[config.mk]
export PLATFORM = sky130hd
export DESIGN_NAME = hazard_controller
export DESIGN_NICKNAME = d
export VERILOG_FILES = /design/src/rtl/hazard_controller.sv
export SDC_FILE = /design/constraint.sdc
export NUM_CORES = 1
export LEC_CHECK = 0
export ABC_AREA = 0
export CAP_MARGIN = 10
export CORE_MARGIN = 4
export CORE_UTILIZATION = 45
export CTS_BUF_LIST = sky130_fd_sc_hd__clkbuf_4 sky130_fd_sc_hd__clkbuf_8
export CTS_CLUSTER_SIZE = 40
export DETAILED_ROUTE_END_ITERATION = 10
export GPL_TIMING_DRIVEN = 1
export HOLD_SLACK_MARGIN = 0.05
export PLACE_DENSITY_LB_ADDON = 0.15
export SYNTH_ARGS = -nofsm -noshare
export SYNTH_HDL_FRONTEND = slang
export SYNTH_SLANG_ARGS = --single-unit
export TNS_END_PERCENT = 30
[constraint.sdc]
create_clock -name clk -period 3.95 [get_ports clk]
set_input_delay 0.5925 -clock clk [delete_from_list [all_inputs] [get_ports clk]]
set_output_delay 0.5925 -clock clk [all_outputs]
set_load 0.005 [all_outputs]
[src/rtl/hazard_controller.sv]
// Pipeline hazard controller: memory-wait freeze, branch redirect with deferred
// replay across waits, load-use bubble insertion and saturating event counters.
module hazard_controller (
    input  logic        clk,
    input  logic        rst_n,
    input  logic [4:0]  id_rn,
    input  logic [4:0]  id_rm,
    input  logic        id_rm_valid,
    input  logic        ex_mem_read,
    input  logic [4:0]  ex_rd,
    input  logic        mem_branch,
    input  logic        mem_uncond_branch,
    input  logic        mem_zero,
    input  logic        mem_wait,
    input  logic        cnt_clear,
    output logic        pc_write,
    output logic        if_id_write,
    output logic        id_ex_write,
    output logic        ex_mem_write,
    output logic        mem_wb_write,
    output logic        id_ex_bubble,
    output logic        flush_if_id,
    output logic        flush_id_ex,
    output logic        flush_ex_mem,
    output logic        pc_src,
    output logic        waiting,
    output logic        redirect_pending,
    output logic [15:0] stall_cnt,
    output logic [15:0] flush_cnt,
    output logic [15:0] wait_cnt
);

    typedef enum logic {
        ST_RUN  = 1'b0,
        ST_WAIT = 1'b1
    } state_t;

    state_t state_reg, state_next;
    logic   pending_reg, pending_next;

    logic taken;
    logic load_use;
    logic redirect;
    logic stall;
    logic [2:0]       cnt_inc;
    logic [2:0][15:0] cnt_val;

    assign taken    = mem_uncond_branch | (mem_branch & mem_zero);
    assign load_use = ex_mem_read & (ex_rd != 5'd31) &
                      ((ex_rd == id_rn) | (id_rm_valid & (ex_rd == id_rm)));
    assign redirect = !mem_wait && (taken || pending_reg);
    assign stall    = !mem_wait && !redirect && load_use;

    always_ff @(posedge clk or negedge rst_n) begin
        if (!rst_n) begin
            state_reg   <= ST_RUN;
            pending_reg <= 1'b0;
        end else begin
            state_reg   <= state_next;
            pending_reg <= pending_next;
        end
    end

    // A branch resolving while memory stalls is remembered and replayed on release.
    always_comb begin
        pc_write     = 1'b1;
        if_id_write  = 1'b1;
        id_ex_write  = 1'b1;
        ex_mem_write = 1'b1;
        mem_wb_write = 1'b1;
        id_ex_bubble = 1'b0;
        flush_if_id  = 1'b0;
        flush_id_ex  = 1'b0;
        flush_ex_mem = 1'b0;
        pc_src       = 1'b0;
        state_next   = ST_RUN;
        pending_next = pending_reg;
        if (!rst_n) begin
            pc_write     = 1'b0;
            if_id_write  = 1'b0;
            id_ex_write  = 1'b0;
            ex_mem_write = 1'b0;
            mem_wb_write = 1'b0;
        end else if (mem_wait) begin
            pc_write     = 1'b0;
            if_id_write  = 1'b0;
            id_ex_write  = 1'b0;
            ex_mem_write = 1'b0;
            mem_wb_write = 1'b0;
            state_next   = ST_WAIT;
            pending_next = pending_reg | taken;
        end else if (redirect) begin
            pc_src       = 1'b1;
            flush_if_id  = 1'b1;
            flush_id_ex  = 1'b1;
            flush_ex_mem = 1'b1;
            pending_next = 1'b0;
        end else if (stall) begin
            pc_write     = 1'b0;
            if_id_write  = 1'b0;
            id_ex_bubble = 1'b1;
        end
    end

    assign waiting          = (state_reg == ST_WAIT);
    assign redirect_pending = pending_reg;

    // Counter order: 0 = stall, 1 = flush, 2 = wait.
    assign cnt_inc = {mem_wait, redirect, stall};

    genvar gi;
    generate
        for (gi = 0; gi < 3; gi++) begin : gen_cnt
            logic [15:0] cnt_reg;
            always_ff @(posedge clk or negedge rst_n) begin
                if (!rst_n) begin
                    cnt_reg <= '0;
                end else if (cnt_clear) begin
                    cnt_reg <= '0;
                end else if (cnt_inc[gi] && (cnt_reg != 16'hFFFF)) begin
                    cnt_reg <= cnt_reg + 16'd1;
                end
            end
            assign cnt_val[gi] = cnt_reg;
        end
    endgenerate

    assign stall_cnt = cnt_val[0];
    assign flush_cnt = cnt_val[1];
    assign wait_cnt  = cnt_val[2];

endmodule

Word-level counts from Yosys, hierarchy flattened
Cells that the tools add are included.
Widths: inputs -> output; s select.
{ "word_totals": {"regBits": 50, "in_bits": 24} }
{ "classes": {"eq_ne": 6, "n_addsub": 3, "mux": 23, "n_reduce_logical": 14, "n_bitwise": 7} }
{ "ops": {"columns": ["op", "n"], "rows": [
  ["$mux 16", 6],
  ["$add 16x1->16 const B", 3],
  ["$ne 16x16->1 const B", 3],
  ["$mux 1", 17],
  ["$eq 5x5->1", 2],
  ["$reduce_bool 2->1", 4],
  ["$logic_and 1x1->1", 6],
  ["$ne 5x5->1 const B", 1],
  ["$and 1x1->1", 4],
  ["$or 1x1->1", 3],
  ["$logic_not 1->1", 2],
  ["$reduce_and 2->1", 1],
  ["$logic_or 1x1->1", 1]
]} }

Longest topological paths before layout
Gate-level depths: netlist of the first run.
{ "logic_depth": {"depth_word": 11, "depth_mapped": 8, "depth_no_buf": 7} }

Worst setup path after synthesis of the first run
OpenSTA, ideal clock, no wires.
{ "synth_timing": {"path_type": "input-to-output", "startpoint": "input port mem_branch", "endpoint": "output port pc_write", "path_stages": 6, "t_required_ns": 3.357, "t_arrival_ns": 1.623, "n_path_buf": 2, "path_slack_ns": 1.735, "path_cell_list": "a211oi_2 > and4_1 > buf_4 > and2_0 > nor2_1 > buf_4"} }
{ "synth_between": {"elab_chain_cells": 11} }
{ "synth_lines": {"columns": ["element", "line", "rtl"], "rows": [
  ["start: declaration", "11", "input logic mem_branch,"],
  ["$and 1x1->1 (*)", "48", "assign taken = mem_uncond_branch | (mem_branch & mem_zero);"],
  ["$or 1x1->1 (*)", "48", null],
  ["$logic_or 1x1->1 (*)", "51", "assign redirect = !mem_wait && (taken || pending_reg);"],
  ["$logic_and 1x1->1 (*)", "51", null],
  ["$logic_not 1->1", "52", "assign stall = !mem_wait && !redirect && load_use;"],
  ["$logic_and 1x1->1 (2 in a row)", "52", null],
  ["$mux 1", null, null],
  ["$mux 1 (*) (3 in a row)", null, null],
  ["end: declaration", "16", "output logic pc_write,"]
]} }
Mark *: on every way between the ends. The rest lies on a longest branch, timed or not.

Final worst setup path of the first run
{ "layout_timing": {"startpoint": "input port ex_rd[0]", "endpoint": "output port if_id_write"} }
{ "layout_between": {"elab_chain_cells": 9} }
{ "layout_lines": {"columns": ["element", "line", "rtl"], "rows": [
  ["start: declaration", "10", "input logic [4:0] ex_rd,"],
  ["$eq 5x5->1", "50", "((ex_rd == id_rn) | (id_rm_valid & (ex_rd == id_rm)));"],
  ["$and 1x1->1", "50", null],
  ["$or 1x1->1", "50", null],
  ["$and 1x1->1 (*)", "49", "assign load_use = ex_mem_read & (ex_rd != 5'd31) &"],
  ["$logic_and 1x1->1 (*)", "52", null],
  ["$mux 1 (*)", "98", "end else if (stall) begin"],
  ["$mux 1 (*)", "92", "end else if (redirect) begin"],
  ["$mux 1 (*)", "84", "end else if (mem_wait) begin"],
  ["$mux 1 (*)", "78", "if (!rst_n) begin"],
  ["end: declaration", "17", "output logic if_id_write,"]
]} }
Marks and branches as above.

==> results.cfg, run 1 <==
[global_route]
grt_pass1_vias = 2522
grt-ovfl-total = 0
grt_use_total_pct = 19.1
antenna_found_initial = 0
grt_max_degree = 53
grt_pass1_wl_um = 11700

[route]
drtPass1Iterations = 4
wl_met1_um = 3000
ant_nets = 0
dr_wl_met3_um = 336
drt-total-wl_um = 6680
via_per_inst = 5.37
drt_iter0_drc = 118
drc = 0
routed-wl-met2_um = 3270
wl_per_cell_um = 14.6
top_layer_used = met4
via_count = 2453

[synthesis]
synth_seq_area_share_pct = 44.5
async_flop_share_pct = 100
yosysTopAreaCellShare_pct = 44.5
synth_area_leaders = dfrtp_1, xnor2_1, nor2_1
syn-num-nets = 330
syn_area_per_cell_um2 = 9.29
synth_edf_count = 0
yosys_warnings = 0
syn_area_mm2 = 0.00281
synth_cell_types = 40
synth_cells = 303
synth_flop_cell = dfrtp_1
yosys.area.top_type = dfrtp_1
ys_ff_latch = 50

[layout]
finalNetCount = 408
finalCoreUtilization_pct = 62.6
drive_gt1_share_pct = 5.76
finalNonFillerCells = 457
syn2layout_area_growth_pct = 33.3
num_antenna_cells = 0
fillCellCount = 530

[cts]
path_clk_slew_ns = 0.10
post_cts_buffers = 0
cts.path.max_buffers = 2
cts_tree = done
clk_latency_ns = 0.30
postCtsHoldBufs = 0
cts_made_buffers = 5
cts_sinks = 50
cts_root_buffer = clkbuf_8
cts_resized = 0
h-tree-depth = 2

[placement]
io_buffer_count = 83
dp_hpwl_um = 4910
place_inst = 449
place.gp.congestion = 0.779
dp_slack_ns = 0.715

[floorplanning]
initial_core_util_pct = 47.0
dieArea_mm2 = 0.00758
die_h_um = 87.1
fp.coreArea_mm2 = 0.00599
rows = 28
die_x_um = 87.1
io_pins = 84

[setup_path]
cp-start-kind = primary input
worst_setup_path_end_kind = output port
cp-endpoint = if_id_write
cp.required_ns = 3.36
critPathMaxFanout = 6
ff2ff_path_depth = 7
path_class = primary input to output port
r2r-end = flush_cnt[12]
crit_start = ex_rd[0]
cp.arrival_ns = 2.63
r2r_slack_ns = 1.72
r2r-start = flush_cnt[0]

[sta]
finalSetupViolCount = 0
min_period_ns = 3.22
min_period_over_period_pct = 81.6
worst_pin_slew_ns = 0.770
timing.setup.tns_ns = 0
rsz0062_at_grt = no
skew_ns = 0.00940
max_freq_mhz = 310
setup_slack_ns = 0.726
slew_viol_final = 0
slew_headroom_pct = 48.3
hold_violations = 0

[power]
cellLeakagePower_nw = 1.45
powerDensity_mw_per_mm2 = 249
total_power_uw = 936
peakVddDrop_mv = 0.141

[run]
cap_violations = 0

[min_path]
hold_path.class = primary input to asynchronous set/reset pin

[status]
status = finished clean
## cells by family after synthesis
family	share of synthesized area (%)
xor gates and xnor gates	12.4
adders and majority gates	1.33
and+or+nand+nor	28.4
AOI/OAI and AO/OA	9.47
buffers and inverters	3.91
DFF	44.5
## Yosys cell counts (2+ instances only)
cell type and count:
o21a_1 3, clkbuf_1 5, a31oi_1 2, o21ai_0 6
xor2_1 16, a21oi_1 17, or3_1 12, xnor2_1 24
nand3_2 2, inv_1 6, buf_4 7, nor3_1 9
and2_1 3, nand3_1 22, nand4_1 11, and4_1 5
o21ai_1 6, ha_1 3, dfrtp_1 50, and3_1 10
o31ai_1 3, or4_1 3, nor2_1 38, nand2_1 24
## state kept, by name, summed over array words and instances (netlist names)
| name | cells |
|---|---|
| flush_cnt | 16 |
| redirect_pending | 1 |
| waiting | 1 |
| stall_cnt | 16 |
| wait_cnt | 16 |
## worst max-delay path, stage by stage
cell and delay (ns):
clkdlybuf4s50_1 0.53, and3_1 0.17, nand3_1 0.08, and4_1 0.28
and2_0 0.29, nor2_1 0.17, clkdlybuf4s50_1 0.52
## layer usage
metal / up-vias / GRT usage, %
li1: 1217 / -
met1: 1169 / 25.1
met2: 61 / 31.7
met3: 6 / 4.82
met4: 0 / 4.67
met5: - / 0
## power breakdown
part	switching, mW	leakage (nW)	internal [mW]
Clock	0.175	0.0441	0.125
Combinational	0.0540	0.714	0.0571
Sequential	0.00733	0.693	0.517
## cell type report
cell class                      instances  area, µm²  share of cell area (%)
Multi-Input combinational cell        233       1450                    38.7
Sequential cell                        50       1250                    33.4
Timing Repair Buffer                   85        841                    22.4
Tap cell                               75       93.8                    2.50
Clock buffer                            5       68.8                    1.83
Inverter                                6       22.5                   0.600
Clock inverter                          3       21.3                   0.567
## through the flow
stage	hold slack [ns]	cell area (µm²)
after floorplan	0.297	2810
after global placement	0.535	3660
after detailed placement	0.549	3660
after CTS	0.465	3750
after global routing	0.494	3750
final	0.444	3750
## worst min path at each step
stage | from | end | slack [ns] | cells after the start
floorplan | rst_n | flush_cnt[0] | 0.30 | 0
finish | rst_n | wait_cnt[5] | 0.44 | 2
CTS | rst_n | wait_cnt[5] | 0.47 | 2
detailed placement | stall_cnt[15] | stall_cnt[15] | 0.55 | 1
global route | rst_n | wait_cnt[5] | 0.49 | 2
global placement | redirect_pending | redirect_pending | 0.54 | 2
## cell usage in the layout (no fill, tap or decap), types with 9 or more instances in the layout
| cell type | Yosys | routed |
|---|---|---|
| clkdlybuf4s50_1 | 0 | 82 |
| dfrtp_1 | 50 | 50 |
| nor2_1 | 38 | 38 |
| nand2_1 | 24 | 24 |
| xnor2_1 | 24 | 24 |
| nand3_1 | 22 | 22 |
| a21oi_1 | 17 | 17 |
| xor2_1 | 16 | 16 |
| or3_1 | 12 | 12 |
| nand4_1 | 11 | 11 |
| and3_1 | 10 | 10 |
| nor3_1 | 9 | 9 |
Note: power is estimated with default switching activity, not from simulation.
==> inputs of run 2 (changes only) <==
Clock period 3.95 ns to 3.35 ns, I/O delays scaled along.
==> results.cfg, run 2 (synthesis results as in run 1) <==
[power]
peakVddDrop_mv = 0.253
cellLeakagePower_nw = 1.47
powerDensity_mw_per_mm2 = 311

[route]
ant_nets = 0
drtPass1Iterations = 4
drt_iter0_drc = 111
wl_per_cell_um = 14.2
via_per_inst = 5.41
via_count = 2476
drc = 0
drt-total-wl_um = 6490

[layout]
multi_input_area_mm2 = 0.00145
fillCellCount = 513
final_common_cell = clkdlybuf4s50_1
final-seq-area_mm2 = 0.00125
drive_gt1_share_pct = 6.01
finalNetCount = 409
syn2layout_area_growth_pct = 34.4
num_antenna_cells = 0
final_cell_mix = clkdlybuf4s50_1, dfrtp_1, nor2_1, nand2_1, xnor2_1

[setup_path]
max_stage_delay_ns = 0.54
timing.critical_path.mode_cell = clkdlybuf4s50_1
cpLargestDelayFamily = buffers and inverters
worst_setup_path_end_kind = output port
critPathMaxFanout = 6
path_class = primary input to output port
crit_chain = clkdlybuf4s50_1 -> xnor2_1 -> nand3_1 -> o22ai_4 -> and2_0 -> nor2_1 -> clkdlybuf4s50_1
cp.required_ns = 2.85
cp-start-kind = primary input
cp_slowest_cell = clkdlybuf4s50_1
critical_path_buf_inv_count = 2
cp.arrival_ns = 2.50

[global_route]
grt_use_total_pct = 18.3
grt-ovfl-total = 0
grt_pass1_wl_um = 11300
antenna_found_initial = 0
grt_max_degree = 53
grt_pass1_vias = 2427

[cts]
cts.path.max_buffers = 2
cts_sinks = 50
cts_resized = 0
postCtsHoldBufs = 0
post_cts_buffers = 0
clk_latency_ns = 0.29
cts_root_buffer = clkbuf_8
cts_made_buffers = 5
cts_tree = done
path_clk_slew_ns = 0.09
h-tree-depth = 2

[placement]
place.gp.congestion = 0.767
io_buffer_count = 83
dp_slack_ns = 0.354
dp_hpwl_um = 4840

[floorplanning]
dieArea_mm2 = 0.00758
die_h_um = 87.1
rows = 28
die_x_um = 87.1
io_pins = 84
initial_core_util_pct = 47.0
fp.coreArea_mm2 = 0.00599

[status]
status = finished clean

[sta]
setup_slack_ns = 0.350
timing.setup.tns_ns = 0
hold_violations = 0
max_freq_mhz = 333
worst_pin_slew_ns = 0.762
skew_ns = 0.0118
slew_viol_final = 0
rsz0062_at_grt = no
finalSetupViolCount = 0
min_period_ns = 3.00
min_period_over_period_pct = 89.6
slew_headroom_pct = 48.9

[min_path]
hold_path.class = primary input to asynchronous set/reset pin

[run]
cap_violations = 0
==> run 2: cell count changes in the layout (fill, tap and decap cells not counted), sizes merged <==
| cell | delta |
|---|---|
| clkinv | -2 |
| buf | +1 |
| bufinv | +1 |
| clkbuf | +1 |
==> run 2: routing by layer <==
layer / up-vias / GRT usage (%) / part of all wire [%]
met4: 0 / 4.25 / 1.0
li1: 1223 / - / -
met5: - / 0 / 0
met1: 1173 / 24.5 / 45
met2: 72 / 30.0 / 48
met3: 8 / 4.16 / 5.2
==> run 2: final cells by class <==
type,instances,share of cell area (%)
Tap cell,75,2.48
Clock buffer,6,2.02
Timing Repair Buffer,86,22.4
Clock inverter,2,0.992
Inverter,6,0.595
Sequential cell,50,33.1
Multi-Input combinational cell,233,38.4
==> run 2: metrics by stage <==
step	hold WS (ns)	area (µm²)	utilization [%]	power, mW	std cells
floorplan	0.207	2810	-	0.686	303
global placement	0.530	3670	61.2	0.760	450
detailed placement	0.536	3670	61.2	0.762	450
CTS	0.371	3780	63.1	1.19	458
global route	0.400	3780	63.1	1.23	458
finish	0.338	3780	63.1	1.18	458
==> run 2: final timing paths <==
path                       slack [ns]          start            end  cells after the start
setup / recovery                 0.35       ex_rd[1]       pc_write                      7
hold / removal                   0.34          rst_n    wait_cnt[5]                      2
setup reg to reg                 1.16   flush_cnt[0]  flush_cnt[12]                      7
hold reg to reg                  0.56  stall_cnt[15]  stall_cnt[15]                      1
max in group asynchronous        2.57          rst_n  stall_cnt[13]                      2
min in group clk                 0.56  stall_cnt[15]  stall_cnt[15]                      1
==> run 2: power by group <==
part / switching [mW] / leakage (nW) / internal (mW)
sequential: 0.00805 / 0.693 / 0.610
combinational: 0.0627 / 0.719 / 0.0677
clock: 0.195 / 0.0548 / 0.231
total: 0.266 / 1.47 / 0.909
==> inputs of run 3 (changes only) <==
Settings changed: CELL_PAD_IN_SITES_DETAIL_PLACEMENT set to 1, CELL_PAD_IN_SITES_GLOBAL_PLACEMENT set to 2, CORE_UTILIZATION 45 to 29.
==> results.cfg, run 3 (synthesis results as in run 1) <==
[cts]
cts.path.max_buffers = 2
cts_resized = 0
cts_made_buffers = 5
post_cts_buffers = 0
postCtsHoldBufs = 0
cts_tree = done
h-tree-depth = 2
cts_root_buffer = clkbuf_8
clk_latency_ns = 0.29
path_clk_slew_ns = 0.10
cts_sinks = 50

[setup_path]
critical_path_buf_inv_count = 2
worst_setup_path_end_kind = output port
cpLargestDelayFamily = buffers and inverters
crit_chain = clkdlybuf4s50_1 -> and3_1 -> nand3_1 -> and4_1 -> and2_0 -> nor2_1 -> clkdlybuf4s50_1
r2r-start = flush_cnt[0]
critPathMaxFanout = 6
timing.critical_path.mode_cell = clkdlybuf4s50_1
cp.arrival_ns = 2.46
r2r_slack_ns = 1.11
path_class = primary input to output port
cp-start-kind = primary input
cp_slowest_cell = clkdlybuf4s50_1
r2r-end = flush_cnt[12]
ff2ff_path_depth = 7
max_stage_delay_ns = 0.54
cp.required_ns = 2.85

[route]
via_count = 2501
wl_per_cell_um = 15.3
drt_iter0_drc = 53
drtPass1Iterations = 4
drc = 0
ant_nets = 0
drt-total-wl_um = 7810
via_per_inst = 4.89

[global_route]
grt-ovfl-total = 0
grt_pass1_wl_um = 13300
grt_pass1_vias = 2618
antenna_found_initial = 0
grt_use_total_pct = 14.2
grt_max_degree = 41

[layout]
finalNetCount = 409
final_common_cell = clkdlybuf4s50_1
num_antenna_cells = 0
syn2layout_area_growth_pct = 36.2
drive_gt1_share_pct = 5.76
final_cell_mix = clkdlybuf4s50_1, dfrtp_1, nor2_1, nand2_1, xnor2_1
fillCellCount = 1073

[sta]
skew_ns = 0.00620
slew_viol_final = 0
worst_pin_slew_ns = 0.870
holdWs_ns = 0.112
slew_headroom_pct = 41.6
min_period_over_period_pct = 88.6
hold_violations = 0
finalSetupViolCount = 0
min_period_ns = 2.97
rsz0062_at_grt = no
max_freq_mhz = 337
timing.setup.tns_ns = 0

[min_path]
hold_path.class = primary input to asynchronous set/reset pin

[floorplanning]
die_x_um = 107
rows = 35
fp.coreArea_mm2 = 0.00933
initial_core_util_pct = 30.2
io_pins = 84
die_h_um = 107
dieArea_mm2 = 0.0113

[power]
cellLeakagePower_nw = 1.46
powerDensity_mw_per_mm2 = 290
peakVddDrop_mv = 0.170

[placement]
io_buffer_count = 83
place.gp.congestion = 0.783
dp_hpwl_um = 5750

[status]
status = finished clean

[run]
cap_violations = 0
==> run 3: cell count changes in the layout (fill, tap and decap cells not counted), sizes merged <==
cell and delta:
bufinv -1
==> run 3: layout make-up <==
cell class | instances | area (µm²) | share of cell area (%)
clock inverters | 1 | 7.51 | 0.196
well taps | 129 | 161 | 4.21
clock buffers | 6 | 76.3 | 1.99
multi-input cells | 233 | 1450 | 37.9
inverters | 6 | 22.5 | 0.588
flip-flops and latches | 50 | 1250 | 32.6
repair buffers | 86 | 861 | 22.5
==> run 3: metrics by stage <==
| stage | std cells | total power [mW] | utilization (%) | setup slack [ns] | area, µm² |
|---|---|---|---|---|---|
| after floorplan | 303 | 0.686 | - | 1.31 | 2810 |
| after global placement | 504 | 0.768 | 40.2 | 0.407 | 3750 |
| after detailed placement | 504 | 0.769 | 40.2 | 0.357 | 3750 |
| after CTS | 511 | 1.14 | 41.1 | 0.358 | 3830 |
| after global routing | 511 | 1.17 | 41.1 | 0.279 | 3830 |
| final | 511 | 1.11 | 41.1 | 0.383 | 3830 |
==> run 3: per-layer routing <==
layer  global-route usage (%)  routed length [µm]
met5                        0                   0
met4                     2.37                  31
met3                     2.85                 294
met2                     24.1                3830
met1                     19.0                3650
==> run 3: where the power goes <==
group	switching, mW	internal [mW]
registers	0.00844	0.610
clock network	0.207	0.152
logic	0.0665	0.0690
total	0.282	0.831
==> run 3: worst max-delay path by stage <==
| stage | start | depth (start not counted) | endpoint |
|---|---|---|---|
| 5_1_grt | ex_rd[2] | 7 | pc_write |
| 3_3_place_gp | ex_rd[1] | 7 | pc_write |
| 3_5_place_dp | ex_rd[1] | 7 | pc_write |
| 6_report | ex_rd[1] | 7 | pc_write |
| 4_1_cts | ex_rd[1] | 7 | pc_write |
| 2_1_floorplan | mem_branch | 6 | pc_write |
==> RTL change (settings of run 1) <==
Make the reset (`rst_n`) synchronous in 2 clocked blocks.
--- a/src/rtl/hazard_controller.sv
+++ b/src/rtl/hazard_controller.sv
@@ -53,3 +53,3 @@
 
-    always_ff @(posedge clk or negedge rst_n) begin
+    always_ff @(posedge clk) begin
         if (!rst_n) begin
@@ -114,3 +114,3 @@
             logic [15:0] cnt_reg;
-            always_ff @(posedge clk or negedge rst_n) begin
+            always_ff @(posedge clk) begin
                 if (!rst_n) begin
Formal check against the unedited RTL: differs if rst_n is asserted again (counterexample within 4 cycles, from zero or initial values and one cycle with rst_n low); with rst_n held inactive, the same outputs for 10 cycles.
==> RTL change against run 1 <==
Total power up 3.5%. Area after synthesis down 4.2%. Register-to-register slack better by 0.07 ns. Final cell count up 3.5%. Wire length up 2.4%. Sequential cell count unchanged. Setup slack worse by 0.00058 ns. Design area down 2.5%. Largest cell class unchanged.
==> RTL change: results (changes against run 1) <==
Setup path
  • Largest fanout on the critical path: 11 (+5)
  • Worst R2R Setup Slack: 1.79 ns (+0.07 ns)
  • Critical Path Start: mem_wait
  • RR Endpoint: stall_cnt[3]

Placement
  • Global placer's final weighted congestion: 0.8429 (+8.2%)
  • DP Cell Count: 465 (+3.6%)

Synthesis
  • Post-synth top flop: dfxtp_1
  • Sequential element share of the synthesized area: 37.14% (-7.3 points)
  • Synthesized area per cell: 8.293 sq um (-11%)
  • Ys async rst share: 0% (-100 points)
  • Commonest cells in the netlist: 50 x dfxtp_1, 35 x nor2_1, 25 x nand2_1

Layout
  • Reg area: 0.001001 sq mm (-20%)
  • Final core utilization: 64.80% (+2.2 points)
  • Non-clock buffer share: 23.13% (+0.72 points)
  • Nets: 427 (+4.7%)
  • Layout clock buffers: 7 (+2)
  • Ratio of cells with drive above 1 in the final layout: 4.489% (-1.3 points)

Global routing
  • Largest net degree at the start of global routing: 39 (-26%)
  • Total track usage: 18.81% (-0.34 points)
  • Number of global-route vias before repair: 2,442 (-3.2%)

STA
  • Relative max-transition margin: 32.25% (-16 points)
  • Clock Skew: 0.008551 ns (-0.0008535 ns)

Power
  • Leakage: 1.115 nW (-23%)
  • Comb power frac: 9.0% (-2.9 points)
  • VDD IR max: 180.2 uV (+28%)
  • Clock power frac: 38.5% (+6.5 points)
  • P_seq: 0.508 mW (-3%)

Route
  • WL met1: 3108 um (+3.6%)
  • Wire per inst: 14.45 um (-1.1%)
  • Metal2 WL: 3123 um (-4.3%)

Hold path
  • Worst Hold Class: reg -> reg

Run status
  • Status: completed
## RTL change: cell count changes in the layout (fill, tap and decap cells not counted), sizes merged, moves of 4 or more
cell / change
or4: +11
nand3: -6
dfrtp: -50
o211ai: +6
o31ai: +4
dfxtp: +50
nor4: +9
xnor2: -9
and3: -9
## RTL change: tightest hold or removal path: cells and delay by family (launching register included)
family / cells / cell delay [ns]
AND/OR/NAND/NOR: 1 / 0.06
flip-flops: 1 / 0.34
multiplexers: 1 / 0.05
## RTL change: routing by layer
metal	vias up	global-route usage [%]
met5	-	0
met2	78	29.66
met3	8	6.117
met4	0	5.899
met1	1238	24.32
li1	1342	-
## RTL change: cell families (layout without fill, tap and decap cells)
family | Yosys count | in the layout | share of synthesized area [%]
mux | 3 | 3 | 1.114
xor+xnor | 31 | 31 | 10.07
simple gates | 162 | 162 | 32.82
buf+inv | 24 | 100 | 4.271
fa+ha+maj | 3 | 3 | 1.393
compound gates | 52 | 52 | 13.19
flops | 50 | 50 | 37.14
